File: config.mk
export PLATFORM = sky130hd
export DESIGN_NAME = usb_rx_decoder
export DESIGN_NICKNAME = d
export VERILOG_FILES = /design/src/rtl/usb_rx_pkg.sv /design/src/rtl/usb_rx_bit_timer.sv /design/src/rtl/usb_rx_decoder.sv
export SDC_FILE = /design/constraint.sdc
export NUM_CORES = 1
export LEC_CHECK = 0
export ABC_AREA = 1
export CAP_MARGIN = 15
export CORE_UTILIZATION = 25
export DETAILED_ROUTE_END_ITERATION = 8
export HOLD_SLACK_MARGIN = 0.02
export REMOVE_ABC_BUFFERS = 1
export SLEW_MARGIN = 20
export SYNTH_ARGS = -nofsm -noshare
export SYNTH_HDL_FRONTEND = slang
export SYNTH_SLANG_ARGS = --single-unit
File: constraint.sdc
create_clock -name clk -period 2.2 [get_ports clk]
set_clock_uncertainty 0.15 [all_clocks]
set_input_delay 0.55 -clock clk [delete_from_list [all_inputs] [get_ports clk]]
set_output_delay 0.55 -clock clk [all_outputs]
set_load 0.01 [all_outputs]
File: src/rtl/usb_rx_pkg.sv
// usb_rx_pkg: line/state types and protocol constants shared by the USB receive and transmit paths
package usb_rx_pkg;
  typedef enum logic [2:0] {ST_ARM, ST_IDLE, ST_SYNC, ST_DATA, ST_EOP, ST_ERR_WAIT} rx_state_t;
  typedef enum logic [1:0] {LS_SE0, LS_K, LS_J, LS_SE1} line_state_t;
  localparam logic [7:0] SYNC_PATTERN = 8'b1000_0000;
  localparam logic [2:0] STUFF_LIMIT = 3'd6;
  function automatic line_state_t decode_line(input logic dp, input logic dm);
    return line_state_t'({dp, dm});
  endfunction
endpackage

File: src/rtl/usb_rx_bit_timer.sv
// usb_rx_bit_timer: pad synchronizer, line-state decode and mid-bit sample strobe recovered from line transitions
module usb_rx_bit_timer import usb_rx_pkg::*; #(
  parameter int CLKS_PER_BIT = 8
) (
  input  logic        clk,
  input  logic        rst,
  input  logic        d_plus_in,
  input  logic        d_minus_in,
  output line_state_t line_state,
  output logic        strobe
);
  localparam int CW = $clog2(CLKS_PER_BIT);
  logic [1:0] dp_s, dm_s;
  line_state_t ls_q;
  logic [CW-1:0] cnt;
  assign line_state = decode_line(dp_s[1], dm_s[1]);
  assign strobe = cnt == CW'(CLKS_PER_BIT / 2) && line_state == ls_q;
  // synchronizer resets to J so leaving reset on an idle bus is not seen as an edge
  always_ff @(posedge clk)
    if (rst) begin
      dp_s <= 2'b11;
      dm_s <= 2'b00;
      ls_q <= LS_J;
      cnt  <= '0;
    end else begin
      dp_s <= {dp_s[0], d_plus_in};
      dm_s <= {dm_s[0], d_minus_in};
      ls_q <= line_state;
      cnt  <= (line_state != ls_q || cnt == CW'(CLKS_PER_BIT - 1)) ? '0 : cnt + 1'b1;
    end
endmodule

File: src/rtl/usb_rx_decoder.sv
// usb_rx_decoder: full-speed USB receiver with SYNC detect, NRZI decode, bit unstuffing, byte assembly and EOP check
module usb_rx_decoder import usb_rx_pkg::*; #(
  parameter int CLKS_PER_BIT = 8,
  parameter int IDLE_BITS    = 8
) (
  input  logic       clk,
  input  logic       rst,
  input  logic       d_plus_in,
  input  logic       d_minus_in,
  output logic [7:0] rx_data,
  output logic       rx_data_valid,
  output logic       rx_packet_start,
  output logic       rx_packet_done,
  output logic       rx_error,
  output logic       rx_pid_err,
  output logic       receiving
);
  localparam int JW = $clog2(IDLE_BITS + 1);
  rx_state_t state, state_n;
  line_state_t ls, prev_ls;
  logic strobe, is_j, is_jk, dec, stuff_due, byte_end;
  logic start_p, done_p, err_p, shift_en, first_byte;
  logic [JW-1:0] jcnt;
  logic [2:0] bit_cnt, ones;
  logic [1:0] se0_cnt;
  logic [6:0] sr;
  logic [7:0] byte_n;

  usb_rx_bit_timer #(.CLKS_PER_BIT(CLKS_PER_BIT)) u_timer (
    .clk(clk), .rst(rst), .d_plus_in(d_plus_in), .d_minus_in(d_minus_in),
    .line_state(ls), .strobe(strobe)
  );

  assign is_j      = ls == LS_J;
  assign is_jk     = ls == LS_J || ls == LS_K;
  assign dec       = ls == prev_ls;
  assign stuff_due = ones == STUFF_LIMIT;
  assign byte_n    = {dec, sr};
  assign byte_end  = shift_en && bit_cnt == 3'd7;

  always_comb begin
    state_n  = state;
    start_p  = 1'b0;
    done_p   = 1'b0;
    err_p    = 1'b0;
    shift_en = 1'b0;
    if (strobe)
      case (state)
        ST_ARM:  if (is_j && jcnt >= JW'(IDLE_BITS - 1)) state_n = ST_IDLE;
        ST_IDLE: state_n = ls == LS_K ? ST_SYNC : ls == LS_SE1 ? ST_ARM : ST_IDLE;
        ST_SYNC:
          if (!is_jk || dec != SYNC_PATTERN[bit_cnt]) begin
            state_n = ST_ERR_WAIT;
            err_p   = 1'b1;
          end else if (bit_cnt == 3'd7) begin
            state_n = ST_DATA;
            start_p = 1'b1;
          end
        // after STUFF_LIMIT ones the next bit must be a 0 and is dropped
        ST_DATA:
          if (ls == LS_SE1 || (stuff_due && (ls == LS_SE0 || dec))) begin
            state_n = ST_ERR_WAIT;
            err_p   = 1'b1;
          end else if (ls == LS_SE0) state_n = ST_EOP;
          else shift_en = !stuff_due;
        ST_EOP:
          if (is_j && se0_cnt == 2'd2) begin
            state_n = ST_IDLE;
            done_p  = bit_cnt == 3'd0;
            err_p   = bit_cnt != 3'd0;
          end else if (ls != LS_SE0) begin
            state_n = ST_ERR_WAIT;
            err_p   = 1'b1;
          end
        ST_ERR_WAIT: if (is_j && (se0_cnt != 2'd0 || jcnt >= JW'(IDLE_BITS - 1))) state_n = ST_ARM;
        default: state_n = ST_ARM;
      endcase
  end

  always_ff @(posedge clk)
    if (rst) begin
      state           <= ST_ARM;
      prev_ls         <= LS_J;
      jcnt            <= '0;
      bit_cnt         <= '0;
      ones            <= '0;
      se0_cnt         <= '0;
      sr              <= '0;
      first_byte      <= 1'b0;
      rx_data         <= '0;
      rx_data_valid   <= 1'b0;
      rx_packet_start <= 1'b0;
      rx_packet_done  <= 1'b0;
      rx_error        <= 1'b0;
      rx_pid_err      <= 1'b0;
      receiving       <= 1'b0;
    end else begin
      state           <= state_n;
      rx_packet_start <= start_p;
      rx_packet_done  <= done_p;
      rx_error        <= err_p;
      rx_data_valid   <= byte_end;
      receiving       <= start_p ? 1'b1 : (done_p || err_p) ? 1'b0 : receiving;
      rx_pid_err      <= start_p ? 1'b0 : (byte_end && first_byte && byte_n[7:4] != ~byte_n[3:0]) ? 1'b1 : rx_pid_err;
      if (byte_end) rx_data <= byte_n;
      if (shift_en) sr <= byte_n[7:1];
      if (strobe) begin
        if (is_jk) prev_ls <= ls;
        jcnt       <= (state_n != state || !is_j) ? '0 : jcnt == JW'(IDLE_BITS) ? jcnt : jcnt + 1'b1;
        se0_cnt    <= state_n != state ? {1'b0, state_n == ST_EOP} :
                      ls == LS_SE0 ? (se0_cnt == 2'd2 ? se0_cnt : se0_cnt + 1'b1) : 2'd0;
        bit_cnt    <= (state == ST_IDLE && state_n == ST_SYNC) ? 3'd1 : start_p ? 3'd0 :
                      (state == ST_SYNC || shift_en) ? bit_cnt + 1'b1 : bit_cnt;
        ones       <= start_p ? 3'd1 : (state != ST_DATA || !is_jk) ? ones : (stuff_due || !dec) ? 3'd0 : ones + 1'b1;
        first_byte <= start_p ? 1'b1 : byte_end ? 1'b0 : first_byte;
      end
    end
endmodule

==> results of run 1 <==
-- layout by cell type (no fill, tap or decap), drive strengths merged --
cell           count
ha                16
a211oi             5
o21bai             1
nand3b             2
nor3               4
clkinvlp           2
nand2             64
or2                2
clkbuf             5
o21ai             22
inv               50
clkinv             1
clkdlybuf4s50     17
nand3             26
o211a              1
a21oi             18
dfxtp             49
nand4             11
and2               1
a31oi              2
xor2               9
nor2              47
o211ai             1
buf               28
-- metal layers --
layer  routed length [um]  share of wire (%)  global-route usage, %  vias up
met5                    0                  0                      0        -
met4                   63                1.1                   2.97        0
met3                  170                3.0                   2.46        7
met2                 2720                 48                   19.7       29
met1                 2720                 48                   13.9     1044
li1                     -                  -                      -     1187
-- worst min path at each step --
stage | endpoint | startpoint | cells after the start | slack, ns
after detailed placement | u_timer.dm_s[1] | u_timer.dm_s[0] | 2 | 0.25
after global routing | u_timer.dm_s[1] | u_timer.dm_s[0] | 2 | 0.28
final | u_timer.dm_s[1] | u_timer.dm_s[0] | 2 | 0.25
after floorplan | u_timer.dm_s[1] | u_timer.dm_s[0] | 2 | 0.24
after global placement | u_timer.dm_s[1] | u_timer.dm_s[0] | 2 | 0.25
after CTS | u_timer.dm_s[1] | u_timer.dm_s[0] | 2 | 0.26
-- worst min-delay path: stages (launching register included) --
cell and delay [ns]:
dfxtp_1 0.31, inv_1 0.04, nor2_1 0.03
-- report_power, final --
group          internal [uW]  switching [uW]  total, uW
clock network            232             336        568
registers                896            8.46        905
logic                   51.0            69.3        120
-- flip-flops by register name (all words and copies together), names as in the netlist, 3 cells and up, named ones only --
name,cells
rx_data,8
sr,7
jcnt,4
bit_cnt,3
ones,3
state,3
u_timer.cnt,3
-- timing repair --
item / CTS / global route
resized for setup: 1 / 47
endpoints found under the setup margin: 5 / 18
setup buffers: 2 / 8
endpoints found under the hold margin: 0 / 0
pin swaps: 1 / 12
-- cell type report --
cell class / instances / area (um^2) / area share (%)
clock inverters: 3 / 26.3 / 0.794
clock buffers: 5 / 68.8 / 2.08
well taps: 133 / 166 / 5.03
multi-input cells: 232 / 1460 / 44.2
repair buffers: 45 / 397 / 12.0
flip-flops and latches: 49 / 990 / 29.9
inverters: 50 / 198 / 5.98
-- kinds of logic (layout without fill, tap and decap cells) --
family	Yosys count	after routing	synth area share, %
simple gates	157	157	29.6
buf+inv	58	103	9.21
compound gates	50	50	11.1
flops	49	49	39.0
fa+ha+maj	16	16	7.96
xor+xnor	9	9	3.14
-- stage by stage --
step	hold WS (ns)	setup TNS (ns)	std cells	power, uW	cell area [um^2]
finish	0.249	0	517	1590	3310
detailed placement	0.249	-0.00455	499	1030	2950
global placement	0.252	0	499	1020	2950
global route	0.276	-0.0540	517	1670	3310
floorplan	0.238	0	331	981	2470
CTS	0.263	0	509	1600	3070
==> summary.md, run 1 <==
| Metric | Value |
|---|---|
| PD cells | between 400 and 500 nW/um^2 |
| Post-DP HPWL | between 4 and 5 mm |
| ANT cells | 0 |
| CP Buf/Inv Count | 2 |
| Unrepaired setup endpoints after global routing | true |
| Final period util | a little over nine tenths |
| Drc violations | 0 |
| Area leader, netlist | dfxtp_1 |
| Synth area leaders | dfxtp_1 39%, nand2_1 8.1%, ha_1 8.0% |
| Slew @ Worst Pin | 0.286 ns |
| Arr. time, crit path | ~2.2 ns |
| PortBufs | 17 |
| Register area share after synthesis | 39.0% |
| Critical path startpoint category | register |
| Crit path from | u_timer.dm_s[1] |
| Die Span Y | just over 100 um |
| First-pass GRT wire length | 9.25 mm |
| Vias in the first global route | slightly above 2k |
| Cell area after synthesis | about 2500 um^2 |
| Final Slew Violations | 0 |
| Final min period | ~2.1 ns |
| Hold Buf Count CTS | 0 |
| Skew-Pair Late Insertion Delay | between 0.3 and 0.4 ns |
| Length in cells of the worst reg-to-reg path | 13 |
| Most common cell in the netlist | nand2_1 |
| Share of cells above drive strength 1 | 24.2% |
| Synth cell types | 32 |
| Die area | ~10000 um^2 |
| CP Cell Sequence | buf_6 > xor2_1 > nor2_2 > nand3_4 > a21oi_2 > nand2_2 > o21ai_2 > nand2_2 > nand2_2 > buf_4 > nand4_1 > nand3_1 > nor2_1 |
| Slack of the critical path | 0.118 ns |
| Status | finished clean |
| CTS Root Cell | clkbuf_8 |
| Ys Warns | 0 |
| Top cells by count, synth | 54 x nand2_1, 49 x dfxtp_1, 44 x nor2_1 |
| Initial DRT Pass Iterations | 4 |
| Critical Path Fanout Max | 7 |
| Synth Instances | ~340 |
| # IOs | 18 |
| ANT nets after route | 0 |
| Top_reg_cell synth | dfxtp_1 |
| Initial antenna violation count | 0 |
| DRT Wirelength | ~5.7 mm |
| CTS tree | yes |
| Req. time, crit path | between 2 and 2.5 ns |
| Place WS | -0.00455 ns |
| Fmax | about 0.48 GHz |
| Post-synth EDFFs | 0 |
| Worst VDD drop | ~0.25 mV |
| LEAKAGE | 0.00145 uW |
| RR Startpoint | u_timer.dm_s[1] |
| Crit. End Element | register |
| Mapped Avg Cell Area | ~7.4 um^2 |
| Placeable Area | slightly below 10000 um^2 |
| Synth-to-Final Area Change | 31.6% |
| Slowest CP cell | dfxtp_2 |
| # rows | 36 |
| Reg clk slew, reported paths | around 0.090 ns |
| RePlAce Congestion | 0.869 |
| Total number of vias | roughly 2.3k |
| Worst path max stage delay | approximately 0.35 ns |
| Most frequent CP cell | nand2_2 |
| Slew headroom | just over 80% |
| # fillers | 1036 |
| CP delay by family, top | simple AND/OR/NAND/NOR gates |
| # setup viols final | 0 |
| Nets | just over 400 |
| Total of max-cap violations | 0 |
| Register-to-register path setup slack | roughly 0.12 ns |
| Largest net degree at the start of global routing | 19 |
| #FFs+latches synth | 49 |
| Hold/Removal Path Class | register to register |
| 1st-iter DRT viols | roughly 100 |
| WL/cell | 11.0 um |
| Global route total overflow | 0 |
| Via density | 4.38 |
| Initial core utilization | between 20 and 30% |
| Synth top area share | between 30% and 40% |
| Fin. Hold Viols | 0 |
| Critical path depth | 13 |
| Clock buffer count from CTS | 5 |
| Core Util, Final | about a third |
| Kind of critical path | register to register |
| GRT Overall Usage | between 10% and 20% |
| Clock Sink Count | between 40 and 50 |
| Die W | 102 um |
| Ys async rst share | 0% |
| H-tree level count | 2 |
| Clock Tree Buf Depth | 2 |
Note: power is estimated with default switching activity, not from simulation.
==> run 2: changes to the inputs <==
--- a/config.mk
+++ b/config.mk
@@ -7,6 +7,7 @@
 export LEC_CHECK = 0
 export ABC_AREA = 1
 export CAP_MARGIN = 15
+export CORE_ASPECT_RATIO = 0.6
 export CORE_UTILIZATION = 25
 export DETAILED_ROUTE_END_ITERATION = 8
 export HOLD_SLACK_MARGIN = 0.02
==> run 2 against run 1 <==
Against the previous run:
- maximum frequency is 3.4% lower
- combinational power is 4% higher
- worst setup slack worse by 0.073 ns
- highest routed layer unchanged
==> summary.md, run 2 (synthesized netlist as in run 1, its figures left out) <==
| Metric | Value |
|---|---|
| Most frequent CP cell | nand3_2 |
| CP Buf/Inv Count | 1 (-1) |
| Arr. time, crit path | 2.19 ns (+0.04 ns) |
| Total of max-cap violations | 0 (unchanged) |
| LEAKAGE | 0.00150 uW (+3.7%) |
| CP delay by family, top | simple AND/OR/NAND/NOR gates |
| Unrepaired setup endpoints after global routing | true |
| Fmax | 0.464 GHz (-3.4%) |
| Clock Tree Buf Depth | 2 (unchanged) |
| WL met3 | 326 um (+92%) |
| Length in cells of the worst reg-to-reg path | 14 (+1) |
| Min Hold Slack | 0.249 ns (+0.0000360 ns) |
| Nets | 403 (unchanged) |
| CP Capture Point | jcnt[2] |
| Initial DRT Pass Iterations | 4 (unchanged) |
| Placed insts | 494 (-1.0%) |
| Clock Sink Count | 49 (unchanged) |
| GRT Overall Usage | 12.2% (+0.92 points) |
| Max FFs per register | 8 (unchanged) |
| Critical Path Fanout Max | 6 (-1) |
| Hold Buf Count CTS | 0 (unchanged) |
| Post-DP HPWL | 4.33 mm (+4.5%) |
| Req. time, crit path | 2.24 ns (-0.02 ns) |
| Crit. End Element | register |
| RePlAce Congestion | 0.930 (+7.0%) |
| Die Span Y | 79.7 um (-22%) |
| Worst VDD drop | 0.321 mV (+30%) |
| # setup viols final | 0 (unchanged) |
| Placeable Area | 9460 um^2 (-3.2%) |
| Top Registers | rx_data (8), sr (7), jcnt (4) |
| Status | finished clean |
| Via density | 4.53 (+3.3%) |
| PD cells | 558 nW/um^2 (+16%) |
| # rows | 27 (-25%) |
| # IOs | 18 (unchanged) |
| Largest net degree at the start of global routing | 24 (+5) |
| Drc violations | 0 (unchanged) |
| 1st-iter DRT viols | 160 (+54%) |
| Worst path max stage delay | 0.36 ns (about the same) |
| H-tree level count | 2 (unchanged) |
| Die area | 10500 um^2 (+0.13%) |
| First-pass GRT wire length | 10.2 mm (+9.8%) |
| Critical path startpoint category | register |
| Total number of vias | 2329 (+2.7%) |
| Met2 routed WL | 2.69 mm (-1.2%) |
| Reg2reg end | jcnt[2] |
| Share of cells above drive strength 1 | 28.6% (+4.4 points) |
| CTS tree | yes |
| RR Startpoint | u_timer.dm_s[1] |
| Slew @ Worst Pin | 0.502 ns (+0.216 ns) |
| ANT nets after route | 0 (unchanged) |
| CTS Root Cell | clkbuf_16 |
| Kind of critical path | register to register |
| Die W | 131 um (+29%) |
| Slew headroom | 66.2% (-15 points) |
| Slowest CP cell | dfxtp_2 |
| Final min period | 2.15 ns (+0.0731 ns) |
| Final Slew Violations | 0 (unchanged) |
| Crit path from | u_timer.dm_s[1] |
| Highest metal used | met4 |
| CP Cell Sequence | inv_4 > ha_4 > nand2_2 > nand2_2 > nand3_2 > nand3_2 > nor3_2 > nand3_2 > nand2_1 > nand2_1 > nand2_4 > nand4_1 > a21oi_2 > nor2_1 |
| Synth-to-Final Area Change | 37.1% |
| Initial core utilization | 26.6% (+0.86 points) |
| Final period util | 97.9% (+3.3 points) |
| Design area | 3450 um^2 (+4.2%) |
| Finished Layout Cells | 514 (-0.58%) |
| Vias in the first global route | 2121 (+4.0%) |
| Critical path depth | 14 (+1) |
| DRT Wirelength | 6.46 mm (+14%) |
| ANT cells | 0 (unchanged) |
| WL/cell | 12.6 um (+14%) |
| Skew-Pair Late Insertion Delay | 0.29 ns (-0.02 ns) |
| PortBufs | 17 (unchanged) |
| Global route total overflow | 0 (unchanged) |
| Register-to-register path setup slack | 0.05 ns (-0.07 ns) |
| Biggest register | rx_data |
| Fin. Hold Viols | 0 (unchanged) |
| Hold/Removal Path Class | register to register |
| Commonest cells after routing, fill and taps aside | 42 x inv_1, 42 x nand2_1, 41 x dfxtp_1, 40 x nor2_1, 26 x buf_4 |
| Placed instance area | 2920 um^2 (-1.1%) |
| Clock buffer count from CTS | 5 (unchanged) |
| Reg clk slew, reported paths | 0.07 ns (-0.02 ns) |
| Initial antenna violation count | 0 (unchanged) |
| Met1 Wirelength | 3.30 mm (+22%) |
[run 2: layer usage]
metal	global-route usage, %	vias to the layer above
li1	-	1186
met1	17.2	1069
met2	18.0	60
met3	3.05	14
met4	3.72	0
met5	0	-
[run 2: power by group]
group	leakage, uW	switching, uW	internal (uW)	total, uW
combinational	0.00102	72.7	52.7	125
sequential	0.000400	8.65	896	905
clock	0.0000848	349	545	893
[run 2: repair_timing]
item / 4_1_cts / 5_1_grt
resized for setup: 2 / 67
setup endpoints to repair: 4 / 23
pin swaps: 1 / 25
buffers inserted: 1 / 11
[run 2: metrics by stage]
| step | utilization (%) | total power [uW] | setup TNS [ns] | worst slack, ns |
|---|---|---|---|---|
| after floorplan | - | 981 | 0 | 0.145 |
| after global placement | 30.9 | 1020 | 0 | 0.0283 |
| after detailed placement | 30.9 | 1020 | -0.0167 | -0.0158 |
| after CTS | 32.8 | 1920 | 0 | 0.0132 |
| after global routing | 36.4 | 2000 | -0.803 | -0.110 |
| final | 36.4 | 1920 | 0 | 0.0452 |
[run 2: cell type report]
type,count,area (um^2)
Timing Repair Buffer,45,388
Multi-Input combinational cell,232,1530
Sequential cell,49,993
Clock buffer,5,125
Inverter,50,198
Clock inverter,3,47.5
Fill cell,966,6010
Tap cell,130,163
[run 2: worst reg2reg max path, delay by kind of cell, from the launching register on]
family                     cells  cell delay (ns)
AOI/OAI and AO/OA              1             0.18
adders and majority gates      1             0.17
buffers and inverters          1             0.06
DFF                            1             0.36
and+or+nand+nor               11             1.15
[run 2: worst min-delay path by stage]
stage	startpoint	to	slack, ns	depth (start not counted)
finish	u_timer.dm_s[0]	u_timer.dm_s[1]	0.25	2
global route	u_timer.dp_s[0]	u_timer.dp_s[1]	0.27	1
CTS	u_timer.dm_s[0]	u_timer.dm_s[1]	0.26	2
detailed placement	u_timer.dp_s[0]	u_timer.dp_s[1]	0.25	1
global placement	u_timer.dm_s[0]	u_timer.dm_s[1]	0.25	2
floorplan	u_timer.dm_s[0]	u_timer.dm_s[1]	0.24	2
==> run 3: changes to the inputs <==
--- a/config.mk
+++ b/config.mk
@@ -11,6 +11,7 @@
 export CORE_UTILIZATION = 25
 export DETAILED_ROUTE_END_ITERATION = 8
 export HOLD_SLACK_MARGIN = 0.02
+export PLACE_DENSITY = 0.53
 export REMOVE_ABC_BUFFERS = 1
 export SLEW_MARGIN = 20
 export SYNTH_ARGS = -nofsm -noshare
==> run 3 against run 2 <==
Against the previous run:
- non-clock buffer count up 1
- global-route usage down 0.47 points
- total power down 7.2%
- critical path depth unchanged
- sequential power about the same
- sequential share of layout area up 0.30 points
- maximum frequency about the same
- die area unchanged
- combinational power about the same
- hold slack better by 0.0070 ns
- critical path type unchanged
- critical endpoint unchanged
- largest cell class unchanged
==> summary.md, run 3 (synthesized netlist as in run 1, its figures left out) <==
| Metric | Value |
|---|---|
| Req. time, crit path | 2.24 ns (about the same) |
| RePlAce Congestion | 0.941 (+1.2%) |
| Largest net degree at the start of global routing | 24 (unchanged) |
| Clock Sink Count | 49 (unchanged) |
| Die Span Y | 79.7 um (unchanged) |
| Initial DRT Pass Iterations | 4 (unchanged) |
| ANT cells | 0 (unchanged) |
| Commonest cells after routing, fill and taps aside | 43 x nand2_1, 43 x dfxtp_1, 41 x inv_1, 38 x nor2_1, 26 x buf_4 |
| Worst VDD drop | 0.319 mV (-0.61%) |
| PD cells | 525 nW/um^2 (-6.0%) |
| # setup viols final | 0 (unchanged) |
| Global route total overflow | 0 (unchanged) |
| PortBufs | 17 (unchanged) |
| 1st-iter DRT viols | 156 (-2.5%) |
| Fin. Hold Viols | 0 (unchanged) |
| Arr. time, crit path | 2.20 ns (about the same) |
| Skew-Pair Late Insertion Delay | 0.29 ns (about the same) |
| Post-DP HPWL | 4.45 mm (+2.9%) |
| Setup TNS | 0 ns (unchanged) |
| ANT nets after route | 0 (unchanged) |
| Drc violations | 0 (unchanged) |
| CTS tree | yes |
| Top Registers | rx_data (8), sr (7), jcnt (4) |
| Slew @ Worst Pin | 0.416 ns (-0.0859 ns) |
| H-tree level count | 2 (unchanged) |
| LEAKAGE | 0.00149 uW (-0.50%) |
| Synth-to-Final Area Change | 35.3% |
| Unrepaired setup endpoints after global routing | true |
| WL/cell | 12.1 um (-3.7%) |
| Max FFs per register | 8 (unchanged) |
| Critical path startpoint category | register |
| Die W | 131 um (unchanged) |
| Hold/Removal Path Class | register to register |
| Fmax | 0.464 GHz (about the same) |
| Via density | 4.44 (-2.0%) |
| Clock Tree Buf Depth | 2 (unchanged) |
| Finished Layout Cells | 515 (+0.19%) |
| Final period util | 98.0% (about the same) |
| Slew headroom | 72.1% (+5.9 points) |
| Total number of vias | 2287 (-1.8%) |
| First-pass GRT wire length | 9.55 mm (-6.0%) |
| Status | finished clean |
| Critical Path Fanout Max | 6 (unchanged) |
| Die area | 10500 um^2 (unchanged) |
| Final min period | 2.16 ns (+0.00170 ns) |
| Power Total | 1780 uW (-7.2%) |
| Clock buffer count from CTS | 5 (unchanged) |
| Total of max-cap violations | 0 (unchanged) |
| Final Slew Violations | 0 (unchanged) |
| # rows | 27 (unchanged) |
| Kind of critical path | register to register |
| Vias in the first global route | 1880 (-11%) |
| Placed insts | 500 (+1.2%) |
| GRT Overall Usage | 11.7% (-0.47 points) |
| Reg clk slew, reported paths | 0.07 ns (about the same) |
| Share of cells above drive strength 1 | 27.8% (-0.85 points) |
| CTS Root Cell | clkbuf_16 |
| DRT Wirelength | 6.23 mm (-3.5%) |
| Biggest register | rx_data |
| Placeable Area | 9460 um^2 (unchanged) |
| Hold Buf Count CTS | 0 (unchanged) |
| Initial core utilization | 26.6% (unchanged) |
| # IOs | 18 (unchanged) |
| Crit. End Element | register |
| Nets | 404 (+0.25%) |
| Initial antenna violation count | 0 (unchanged) |
## run 3: cell type report
| class | count | area (um^2) |
|---|---|---|
| Fill cell | 983 | 6060 |
| Multi-Input combinational cell | 232 | 1510 |
| Sequential cell | 49 | 991 |
| Timing Repair Buffer | 46 | 399 |
| Inverter | 50 | 195 |
| Tap cell | 130 | 163 |
| Clock buffer | 5 | 125 |
| Clock inverter | 3 | 17.5 |
## run 3: path summary, 6_finish.rpt
check	slack [ns]	from	endpoint	cells after the start
worst min-delay path	0.26	u_timer.dm_s[0]	u_timer.dm_s[1]	2
worst max register to register	0.04	u_timer.dm_s[1]	jcnt[2]	14
worst max-delay path	0.04	u_timer.dm_s[1]	jcnt[2]	14
worst min register to register	0.26	u_timer.dm_s[0]	u_timer.dm_s[1]	2
## run 3: critical path: stages (launching register included)
cell     delay, ns
dfxtp_2       0.33
inv_2         0.08
buf_6         0.11
ha_4          0.14
nand2_2       0.06
nand3_2       0.07
nand3_2       0.08
nor3_2        0.21
nand3_2       0.12
nand2_1       0.12
nand2_2       0.07
nand2_4       0.12
nand4_1       0.17
a21oi_1       0.18
nor2_1        0.05
## run 3: stage by stage
stage | util, % | instance area (um^2) | hold slack, ns | setup slack [ns]
after floorplan | - | 2470 | 0.238 | 0.145
after global placement | 31.4 | 2970 | 0.242 | 0.00156
after global routing | 36.0 | 3400 | 0.263 | -0.108
final | 36.0 | 3400 | 0.256 | 0.0435
after CTS | 33.0 | 3120 | 0.259 | 0.00276
after detailed placement | 31.4 | 2970 | 0.246 | -0.0787
## run 3: metal layers
layer  GRT usage, %  up-vias  share of wire (%)
li1               -     1189                  -
met1           18.2     1044                 55
met2           14.8       47                 39
met3           3.05        7                4.7
met4           3.84        0                1.3
met5              0        -                  0
## run 3: repair_timing
action | in CTS | in global routing
buffers inserted | 0 | 7
pin swaps | 1 | 25
hold endpoints to repair | 0 | 0
endpoints found under the setup margin | 7 | 19
resized for setup | 3 | 63
## run 3: power by group
| group | internal [uW] | switching [uW] |
|---|---|---|
| Combinational | 51.2 | 70.4 |
| Sequential | 896 | 7.82 |
| Clock | 417 | 341 |
